$ cat src/rtl/gerador_de_sequencia.sv
// Serial pattern transmitter: shifts a programmable 1..PAT_W bit pattern out MSB-first,
// repeated a programmable number of times with an optional idle gap between repetitions.
module gerador_de_sequencia #(
  parameter int   PAT_W    = 8,
  parameter int   REP_W    = 4,
  parameter int   GAP_W    = 4,
  parameter logic IDLE_BIT = 1'b1
) (
  input  logic                   clk,
  input  logic                   rst,
  input  logic                   start,
  input  logic                   abort,
  input  logic [PAT_W-1:0]       pattern,
  input  logic [$clog2(PAT_W):0] pat_len,
  input  logic [REP_W-1:0]       reps,
  input  logic [GAP_W-1:0]       gap,
  output logic                   out,
  output logic                   out_valid,
  output logic                   busy,
  output logic                   done,
  output logic                   err
);

  localparam int LW = $clog2(PAT_W) + 1;
  localparam int IW = (PAT_W > 1) ? $clog2(PAT_W) : 1;

  typedef enum logic [1:0] {IDLE, SEND, GAP, FINISH} state_t;

  state_t             state_q, state_d;
  logic [PAT_W-1:0]   patReg_q, patReg_d;
  logic [LW-1:0]      lenReg_q, lenReg_d;
  logic [GAP_W-1:0]   gapReg_q, gapReg_d;
  logic [IW-1:0]      idx_q, idx_d;
  logic [REP_W-1:0]   repCnt_q, repCnt_d;
  logic [GAP_W-1:0]   gapCnt_q, gapCnt_d;
  logic               out_q, out_d;
  logic               outValid_q, outValid_d;
  logic               busy_q, busy_d;
  logic               done_q, done_d;
  logic               err_q, err_d;

  logic [IW-1:0]      startIdx, lastIdx, prevIdx;
  logic               legal;

  always_ff @(posedge clk) begin
    if (!rst) begin
      state_q    <= IDLE;
      patReg_q   <= '0;
      lenReg_q   <= '0;
      gapReg_q   <= '0;
      idx_q      <= '0;
      repCnt_q   <= '0;
      gapCnt_q   <= '0;
      out_q      <= IDLE_BIT;
      outValid_q <= 1'b0;
      busy_q     <= 1'b0;
      done_q     <= 1'b0;
      err_q      <= 1'b0;
    end else begin
      state_q    <= state_d;
      patReg_q   <= patReg_d;
      lenReg_q   <= lenReg_d;
      gapReg_q   <= gapReg_d;
      idx_q      <= idx_d;
      repCnt_q   <= repCnt_d;
      gapCnt_q   <= gapCnt_d;
      out_q      <= out_d;
      outValid_q <= outValid_d;
      busy_q     <= busy_d;
      done_q     <= done_d;
      err_q      <= err_d;
    end
  end

  // Outputs are computed for the state being entered so they can be registered
  // and still show the first pattern bit in the cycle right after start.
  always_comb begin
    state_d    = state_q;
    patReg_d   = patReg_q;
    lenReg_d   = lenReg_q;
    gapReg_d   = gapReg_q;
    idx_d      = idx_q;
    repCnt_d   = repCnt_q;
    gapCnt_d   = gapCnt_q;
    out_d      = IDLE_BIT;
    outValid_d = 1'b0;
    busy_d     = 1'b0;
    done_d     = 1'b0;
    err_d      = 1'b0;

    startIdx = IW'(pat_len - LW'(1));
    lastIdx  = IW'(lenReg_q - LW'(1));
    prevIdx  = idx_q - IW'(1);
    legal    = (pat_len != '0) && (pat_len <= LW'(PAT_W)) && (reps != '0);

    case (state_q)
      IDLE: begin
        if (start) begin
          if (legal) begin
            state_d    = SEND;
            patReg_d   = pattern;
            lenReg_d   = pat_len;
            repCnt_d   = reps;
            gapReg_d   = gap;
            idx_d      = startIdx;
            out_d      = pattern[startIdx];
            outValid_d = 1'b1;
            busy_d     = 1'b1;
          end else begin
            err_d = 1'b1;
          end
        end
      end
      SEND: begin
        if (abort) begin
          state_d = IDLE;
        end else if (idx_q != '0) begin
          idx_d      = prevIdx;
          out_d      = patReg_q[prevIdx];
          outValid_d = 1'b1;
          busy_d     = 1'b1;
        end else if (repCnt_q == REP_W'(1)) begin
          state_d = FINISH;
          done_d  = 1'b1;
        end else begin
          repCnt_d = repCnt_q - REP_W'(1);
          if (gapReg_q == '0) begin
            idx_d      = lastIdx;
            out_d      = patReg_q[lastIdx];
            outValid_d = 1'b1;
            busy_d     = 1'b1;
          end else begin
            state_d  = GAP;
            gapCnt_d = gapReg_q;
            busy_d   = 1'b1;
          end
        end
      end
      // gapCnt_q counts the gap cycles still to show, including the current one
      GAP: begin
        if (abort) begin
          state_d = IDLE;
        end else if (gapCnt_q == GAP_W'(1)) begin
          state_d    = SEND;
          idx_d      = lastIdx;
          out_d      = patReg_q[lastIdx];
          outValid_d = 1'b1;
          busy_d     = 1'b1;
        end else begin
          gapCnt_d = gapCnt_q - GAP_W'(1);
          busy_d   = 1'b1;
        end
      end
      FINISH: begin
        state_d = IDLE;
      end
      default: begin
        state_d = IDLE;
      end
    endcase
  end

  assign out       = out_q;
  assign out_valid = outValid_q;
  assign busy      = busy_q;
  assign done      = done_q;
  assign err       = err_q;

endmodule

$ cat config.mk
export PLATFORM = sky130hd
export DESIGN_NAME = gerador_de_sequencia
export DESIGN_NICKNAME = d
export VERILOG_FILES = /design/src/rtl/gerador_de_sequencia.sv
export SDC_FILE = /design/constraint.sdc
export NUM_CORES = 1
export LEC_CHECK = 0
export CORE_MARGIN = 10
export CORE_UTILIZATION = 50
export CTS_BUF_LIST = sky130_fd_sc_hd__clkbuf_8
export DETAILED_ROUTE_END_ITERATION = 8
export PLACE_DENSITY = 0.77
export SLEW_MARGIN = 20
export SYNTH_ARGS = -nofsm -noshare
export SYNTH_HDL_FRONTEND = slang
export SYNTH_SLANG_ARGS = --single-unit
$ cat constraint.sdc
create_clock -name clk -period 2 [get_ports clk]
set_clock_uncertainty 0.05 [all_clocks]
set_input_delay 0.6 -clock clk [delete_from_list [all_inputs] [get_ports clk]]
set_output_delay 0.6 -clock clk [all_outputs]
set_load 0.01 [all_outputs]
* Word-level counts from Yosys, hierarchy flattened
Cells that the tools add are included.
** Cells by class
- Muxes and demuxes :: 62
- $lt $le $gt $ge :: 4
- Equality and inequality tests :: 19
- Reductions and logical operators :: 17
- Add/sub/neg operators :: 5
- Bitwise logic cells :: 2
** Operators with widths (count)
- 2-to-1 mux 4 bit :: 11
- 2-to-1 mux 1 bit :: 25
- 2-to-1 mux 3 bit :: 8
- inequality test 2 bit, second input constant :: 9
- 2-to-1 mux 2 bit :: 8
- case mux 4 bit (2 select lines) :: 2
- less-than comparator 3 x 4 -> 1 bit, second input constant :: 3
- inequality test 3 bit, second input constant :: 4
- binary-select mux 1 bit (select 3 bit) :: 3
- case mux 1 bit (3 select lines) :: 3
- case mux 3 bit (3 select lines) :: 1
- subtractor 3 x 1 -> 3 bit, second input constant :: 3
- == test 4 x 1 -> 1 bit, second input constant :: 2
- case mux 2 bit (4 select lines) :: 1
- AND reduction 8 bit :: 1
- nonzero test 4 bit :: 2
- subtractor 4 x 1 -> 4 bit, second input constant :: 2
- AND reduction 7 bit :: 1
- AND reduction 3 bit :: 2
- AND reduction 6 bit :: 1
- nonzero test 3 bit :: 2
- AND reduction 5 bit :: 1
- == test 2 bit, second input constant :: 2
- <= comparator 4 bit, second input constant :: 1
- 8 further kinds :: 11
** Word-level totals
- Register bits after elaboration :: 33

* Depth between registers and ports, before layout
Gate-level depths: netlist of the first run.
- Word-level depth :: 8
- Mapped depth :: 9

* Worst setup path before layout of the first run
No wires, ideal clock.
- Path kind :: register to register
- Start point :: reg lenReg_q[0]
- End point :: reg out_q (netlist: out)
- Cell stages (with the launch flop) :: 8
- Arrival :: 2034 ps
- Library setup time :: 120 ps
- Slack :: -204 ps
- Required time :: 1830 ps
- Period minus slack after synthesis :: 2204 ps
- Cells stage by stage :: dfxtp_1 > inv_1 > ha_1 > mux4_1 > mux2_2 > nor3_2 > o21ai_1 > a211o_1
** Between the ends
- Cells in the longest elaborated chain, start to end :: 8
- Elaborated cells between the ends (all ways) :: 10
- Classes of those cells :: add/sub (1); mux (9)
** RTL lines
- start: declaration :: line 31 : logic [LW-1:0] lenReg_q, lenReg_d;
- start signal: assignment :: line 62 : lenReg_q <= lenReg_d;
- subtractor 3 x 1 -> 3 bit (*) :: line 92 : lastIdx = IW'(lenReg_q - LW'(1));
- binary-select mux 1 bit (select 3 bit) (*) :: line 129, 146
- 2-to-1 mux 1 bit (implied by the code) (*) :: line 129, 146
- 2-to-1 mux 1 bit :: line 127 : if (gapReg_q == '0) begin
- 2-to-1 mux 1 bit :: line 122 : end else if (repCnt_q == REP_W'(1)) begin
- 2-to-1 mux 1 bit :: line 117 : end else if (idx_q != '0) begin
- 2-to-1 mux 1 bit :: line 115 : if (abort) begin
- case mux 1 bit (3 select lines) (*) :: line 96 : case (state_q)
- end signal: assignment :: line 67 : out_q <= out_d;
- end: declaration :: line 36 : logic out_q, out_d;
Every way passes the cells marked *; elsewhere a longest branch is shown, timed or not. The select of a mux whose other input is x is not followed.
A chain may end at the register's enable or synchronous reset.

* Worst setup path in the final report of the first run
Ends and elaborated chain as after synthesis.

==> results of run 1 <==
==> area by class of cell <==
class / count / share of cell area (%)
Clock buffer: 6 / 2.79
Clock inverter: 2 / 1.27
Inverter: 18 / 2.29
Multi-Input combinational cell: 176 / 49.0
Sequential cell: 33 / 22.5
Tap cell: 50 / 2.12
Timing Repair Buffer: 66 / 20.0
==> cell families (layout without fill, tap and decap cells) <==
| kind of cell | after synthesis | after routing | synth area share [%] |
|---|---|---|---|
| xor gates and xnor gates | 4 | 4 | 1.65 |
| DFF | 33 | 33 | 31.1 |
| AOI/OAI and AO/OA | 57 | 58 | 17.2 |
| adders and majority gates | 12 | 12 | 7.07 |
| and+or+nand+nor | 71 | 71 | 17.7 |
| buffers and inverters | 30 | 92 | 6.60 |
| muxes | 31 | 31 | 18.7 |
==> layer usage <==
layer | track usage (%) | vias to the layer above | share of wire [%]
met5 | 0 | - | 0
li1 | - | 981 | -
met2 | 27.0 | 58 | 47
met3 | 4.21 | 6 | 5.6
met1 | 20.2 | 924 | 46
met4 | 4.34 | 0 | 0.71
==> state kept, by name (all words and copies together) (netlist names) <==
| name | count |
|---|---|
| out | 1 |
| patReg_q | 8 |
| lenReg_q | 3 |
| idx_q | 3 |
| out_valid | 1 |
| gapCnt_q | 4 |
| err | 1 |
| gapReg_q | 4 |
| state_q | 2 |
| busy | 1 |
| repCnt_q | 4 |
| done | 1 |
==> where the power goes <==
group | total, mW | leakage, nW | internal, mW | switching (mW)
combinational | 1.78 | 0.846 | 0.900 | 0.878
sequential | 0.911 | 0.271 | 0.786 | 0.126
clock | 0.668 | 0.0574 | 0.405 | 0.263
total | 3.36 | 1.17 | 2.09 | 1.27
==> cell usage after synthesis (3+ instances only) <==
cell type,number
and4_1,3
dfxtp_1,33
o21a_1,6
o21ai_1,5
nand2_1,13
a31oi_1,6
nand2b_1,3
nor2b_1,7
ha_1,12
o31ai_1,3
nor2_1,24
inv_1,18
mux4_2,4
a21oi_1,15
clkbuf_1,5
nand3_1,6
nor3b_1,3
mux2i_1,22
o22ai_1,3
o21ai_0,8
mux2_2,3
==> stage by stage <==
step	hold WS (ns)	instance area (µm²)	total power, mW	util (%)	setup WS, ns
final	0.452	2960	3.36	72.8	-0.0514
after global routing	0.494	2960	3.56	72.8	-0.104
after CTS	0.451	2950	3.27	72.6	-0.0344
after detailed placement	0.442	2700	2.46	66.5	-0.615
after global placement	0.437	2700	2.42	66.5	-0.630
after floorplan	0.410	2180	2.00	-	-0.0359
==> worst max-delay path by stage <==
| stage | depth (start not counted) | endpoint | start |
|---|---|---|---|
| floorplan | 7 | out | lenReg_q[0] |
| global placement | 7 | out | pat_len[0] |
| detailed placement | 7 | out | pat_len[0] |
| CTS | 7 | out | idx_q[0] |
| global route | 7 | out | lenReg_q[0] |
| finish | 7 | out | lenReg_q[0] |
==> worst max-delay path, stage by stage, from the launching register on <==
cell and delay (ns):
dfxtp_2 0.34, inv_2 0.05, ha_4 0.26, mux4_2 0.50
mux2_4 0.30, nor3_4 0.12, o21ai_1 0.07, a211o_1 0.25
==> repair_timing <==
item / CTS / global route
gates resized for setup: 22 / 14
pin swaps: 6 / 8
buffers inserted: 2 / 3
cloned: 3 / 0
endpoints found under the setup margin: 27 / 20
==> impl_metrics.json, run 1 <==
{
  "power_density_nw_per_um2": 1140,
  "multi_input_area_um2": 1450,
  "cp_max_fo": 2,
  "die_h_um": 85.2,
  "min_path_cells": 2,
  "io_pins": 29,
  "cts.sinks": 33,
  "fin_crit_sh_pct": 103,
  "grt_pass1_vias": 2075,
  "dp_cells": 336,
  "final_common_cell": "buf_4",
  "start_util_pct": 52.4,
  "nets": 336,
  "dp_hpwl_um": 4030,
  "dieArea_um2": 7260,
  "clk_latency_ns": 0.29,
  "groute.usage.overall_pct": 16.3,
  "antenna_found_initial": 0,
  "drc": 0,
  "postRouteAntennaNets": 0,
  "hold_buffers": 0,
  "synth_area_leader_cell": "dfxtp_1",
  "synth_top_cell_area_share_pct": 31.1,
  "drt_iter0_markers": 157,
  "coreArea_um2": 4060,
  "post_route_cells_drive_above_1_share_pct": 28.9,
  "failed_checks": "setup timing",
  "grt_max_degree": 23,
  "synth.area.top_cells": "dfxtp_1 31%, mux2i_1 10%, ha_1 7.1%, mux4_2 4.2%, nor2_1 4.2%",
  "fin_ws_ns": -0.0514,
  "layout_min_cycle_time_ns": 2.05,
  "ys_ff_latch": 33,
  "post_drt_via_cell_ratio": 5.61,
  "routed_wl_um": 5910,
  "register_area_um2": 666,
  "yosysWarnings": 0,
  "dr.pass1.iters": 6,
  "numCtsBuffers": 5,
  "clockBufferDepth": 2,
  "final_cell_mix": "34 x buf_4, 29 x dfxtp_1, 24 x nor2_1, 22 x mux2i_1, 21 x clkdlybuf4s50_1",
  "max_clock_freq_mhz": 487,
  "ys_dominant_reg_cell": "dfxtp_1",
  "grt.overflow.total": 0,
  "ir_drop_v": 0.000787,
  "worst_slew_pin_slew_ns": 0.344,
  "reg2regPathDepth": 7,
  "routedWlPerCell_um": 16.8,
  "synth.avg_cell_area_um2": 8.93,
  "clk_pin_slew_worst_paths_ns": 0.08,
  "synthToLayoutAreaGrowth_pct": 39.1,
  "r2r_start": "lenReg_q[0]",
  "yosysSeqAreaShare_pct": 31.1,
  "status": "complete, but fails checks",
  "io_buffers": 28,
  "via_count": 1969,
  "synth.net_count": 274,
  "cp.arrival_ns": 2.18,
  "cts_root_buf": "clkbuf_8",
  "crit_type": "register to register",
  "final_max_slew_viol_count": 0,
  "p_leak_nw": 1.17,
  "hold_path.startpoint": "gapCnt_q[3]",
  "n_fill_cell": 305,
  "crit_path_start_kind": "register",
  "reg2reg_slack_ns": -0.05,
  "finalHoldViolCount": 0,
  "postSynthCellCount": 238,
  "std_cell_rows": 23,
  "maxCapViolations": 0,
  "async_flop_share_pct": 0,
  "cts_tree": "yes",
  "finalNonFillerCells": 351,
  "relSlewSlack_pct": 76.8,
  "finalSetupViolations": 1,
  "holdPathEnd": "gapCnt_q[3]",
  "htree_levels": 2,
  "rsz0062_at_grt": "yes",
  "ys_types": 49,
  "synth_area_um2": 2120,
  "hold_class": "register to register",
  "end_kind": "register",
  "grt_pass1_wl_um": 9910,
  "setup_tns_ns": -0.0514,
  "critPathRequiredTime_ns": 2.13,
  "die_w_um": 85.2,
  "gp_congestion": 0.862,
  "synth_edf_count": 0,
  "diodes": 0,
  "r2r-end": "out"
}
No activity file was read; power rests on OpenSTA's default activity.
==> run 2, diff against run 1 <==
--- a/config.mk
+++ b/config.mk
@@ -14,3 +14,4 @@
 export SYNTH_ARGS = -nofsm -noshare
 export SYNTH_HDL_FRONTEND = slang
 export SYNTH_SLANG_ARGS = --single-unit
+export TNS_END_PERCENT = 100
==> results of run 2 <==
Same layout as run 1: the final DEF is identical, and so are final timing and power.
==> patch, RTL diff (flow settings as in run 1) <==
`IDLE_BIT`: 1'b1 -> 1'b0.
--- a/src/rtl/gerador_de_sequencia.sv
+++ b/src/rtl/gerador_de_sequencia.sv
@@ -6,3 +6,3 @@
   parameter int   GAP_W    = 4,
-  parameter logic IDLE_BIT = 1'b1
+  parameter logic IDLE_BIT = 1'b0
 ) (
Formal check against the unedited RTL: not equivalent (Yosys sat finds a counterexample within 4 cycles, from zero or initial values and one cycle with rst low).
==> patch against run 1 <==
The run still ends with negative setup slack left. Cell area up 3.9%. Setup slack better by 0.011 ns. Synthesized cell count down 6.3%. Power down 29%. Utilization up 2.8 points. Wire length up 3.0%. Synthesized area up 0.59%. Sequential cell count unchanged.
==> patch: results (changes against run 1) <==
Worst setup path
The setup slack of the worst register-to-register path came to -0.02 ns (+0.03 ns). The slowest stage of the critical path is the sky130_fd_sc_hd__or4_4 cell. The delay of the slowest cell on the worst path is 0.55 ns (+0.05 ns). The reg-to-reg critical path endpoint is idx_q[2]$_SDFFE_PN0P_. The critical-path maximum fanout came to 4 (+2).

Placement
The final estimated routing congestion in global placement came to 0.873 (+1.3%). The post-detailed-placement half-perimeter wirelength is 3810 um (-5.3%). The post-detailed-placement cell area came to 2690 sq um (-0.42%).

Run status
The final reports fail on negative setup slack. The run finished, with violations left.

Final layout
The clock buffer instance count of the final layout is 7 (+1). The count of inverters not on the clock network in the layout is 15 (-3). The buffering overhead was 24.0% (+3.9 points). The final net count is 333 (-0.89%).

The proportion of cell area spent on the clock network is 3.30% (-0.76 points). The count of plain and timing-repair buffers in the layout came to 77 (+17%).

Min path
The end point of the most critical hold path is gapCnt_q[1]$_SDFFE_PN0P_. The startpoint identified for the worst hold timing path is gapCnt_q[1]$_SDFFE_PN0P_.

Timing
The final-layout worst hold slack is 0.424 ns (-0.0280 ns). The transition time of the tightest slew-check pin is 0.349 ns (+0.00502 ns). The final setup slack of the worst path came to -0.0400 ns (+0.0114 ns). The number of endpoints failing setup at the final stage came to 4 (+3).

Global route
The maximum number of pins on one net before global-route repair is 29 (+26%).

Power and ir drop
The leakage dissipation was 1.29 nW (+9.9%). The power share of the clock group came to 23.4% (+3.5 points). The highest ir drop seen on vdd is 0.000556 V (-29%). The sequential logic power is 795 uW (-13%).

Route
The first-iteration detailed-routing DRC count came to 173 (+10%). The number of detailed-routing iterations run before antenna repair was 4 (-2). The met2 layer wire length in the routed design came to 3130 um (+12%). The total wire length is 6090 um (+3.0%).

Synthesis
The share of the yosys chip area belonging to registers was 30.9% (-0.18 points). After synthesis, the cell types taking the most area are sky130_fd_sc_hd__dfxtp_1, sky130_fd_sc_hd__mux2i_1, sky130_fd_sc_hd__ha_1, sky130_fd_sc_hd__mux4_2, sky130_fd_sc_hd__nor2b_1. The post-synth net total is 259 (-5.5%).
## patch: cell count changes in the layout (fill, tap and decap cells not counted), sizes merged, moves of 4 or more
cell	run 1	this run
nor2b	7	17
nor2	24	11
o21a	6	0
a31oi	6	2
a21oi	15	9
buf	38	51
o211ai	1	5
## patch: how the worst max path moves through the flow
stage	slack, ns	start	to
floorplan	0.004	pat_len[0]	lenReg_q[0]$_SDFFE_PN0P_
global placement	-0.55	pat_len[0]	out$_SDFF_PN0_
detailed placement	-0.60	pat_len[0]	repCnt_q[0]$_SDFFE_PN0P_
CTS	-0.03	pat_len[0]	idx_q[0]$_SDFFE_PN0P_
global route	-0.11	state_q[1]$_SDFFE_PN0P_	idx_q[2]$_SDFFE_PN0P_
finish	-0.04	reps[1]	state_q[0]$_SDFFE_PN0P_
## patch: logic make-up (layout without fill, tap and decap cells)
family	after synthesis	after routing	share of synthesized area [%]
multiplexers	32	32	18.6
buffers and inverters	25	100	5.56
XOR/XNOR	4	4	1.99
adder cells (fa/ha/maj)	12	12	7.03
AND/OR/NAND/NOR	70	70	19.0
flip-flops	33	33	30.9
AO/OA/AOI/OAI	47	47	16.9
## patch: metrics by stage
stage          power, mW  TNS, ns  util [%]  setup slack (ns)  cells
2_1_floorplan       1.38        0         -           0.00374    223
3_3_place_gp        1.62   -12.49      66.2            -0.548    322
3_5_place_dp        1.64   -14.07      66.2            -0.598    322
4_1_cts             2.29  -0.0352      72.7           -0.0339    344
5_1_grt             2.52   -0.430      75.6            -0.113    348
6_report            2.40  -0.0882      75.6           -0.0400    348
## patch: repair_timing
item,CTS,global route
resized for setup,25,32
endpoints found under the setup margin,27,15
gates cloned,3,0
endpoints found under the hold margin,0,0
pin swaps,8,9
buffers inserted,11,5
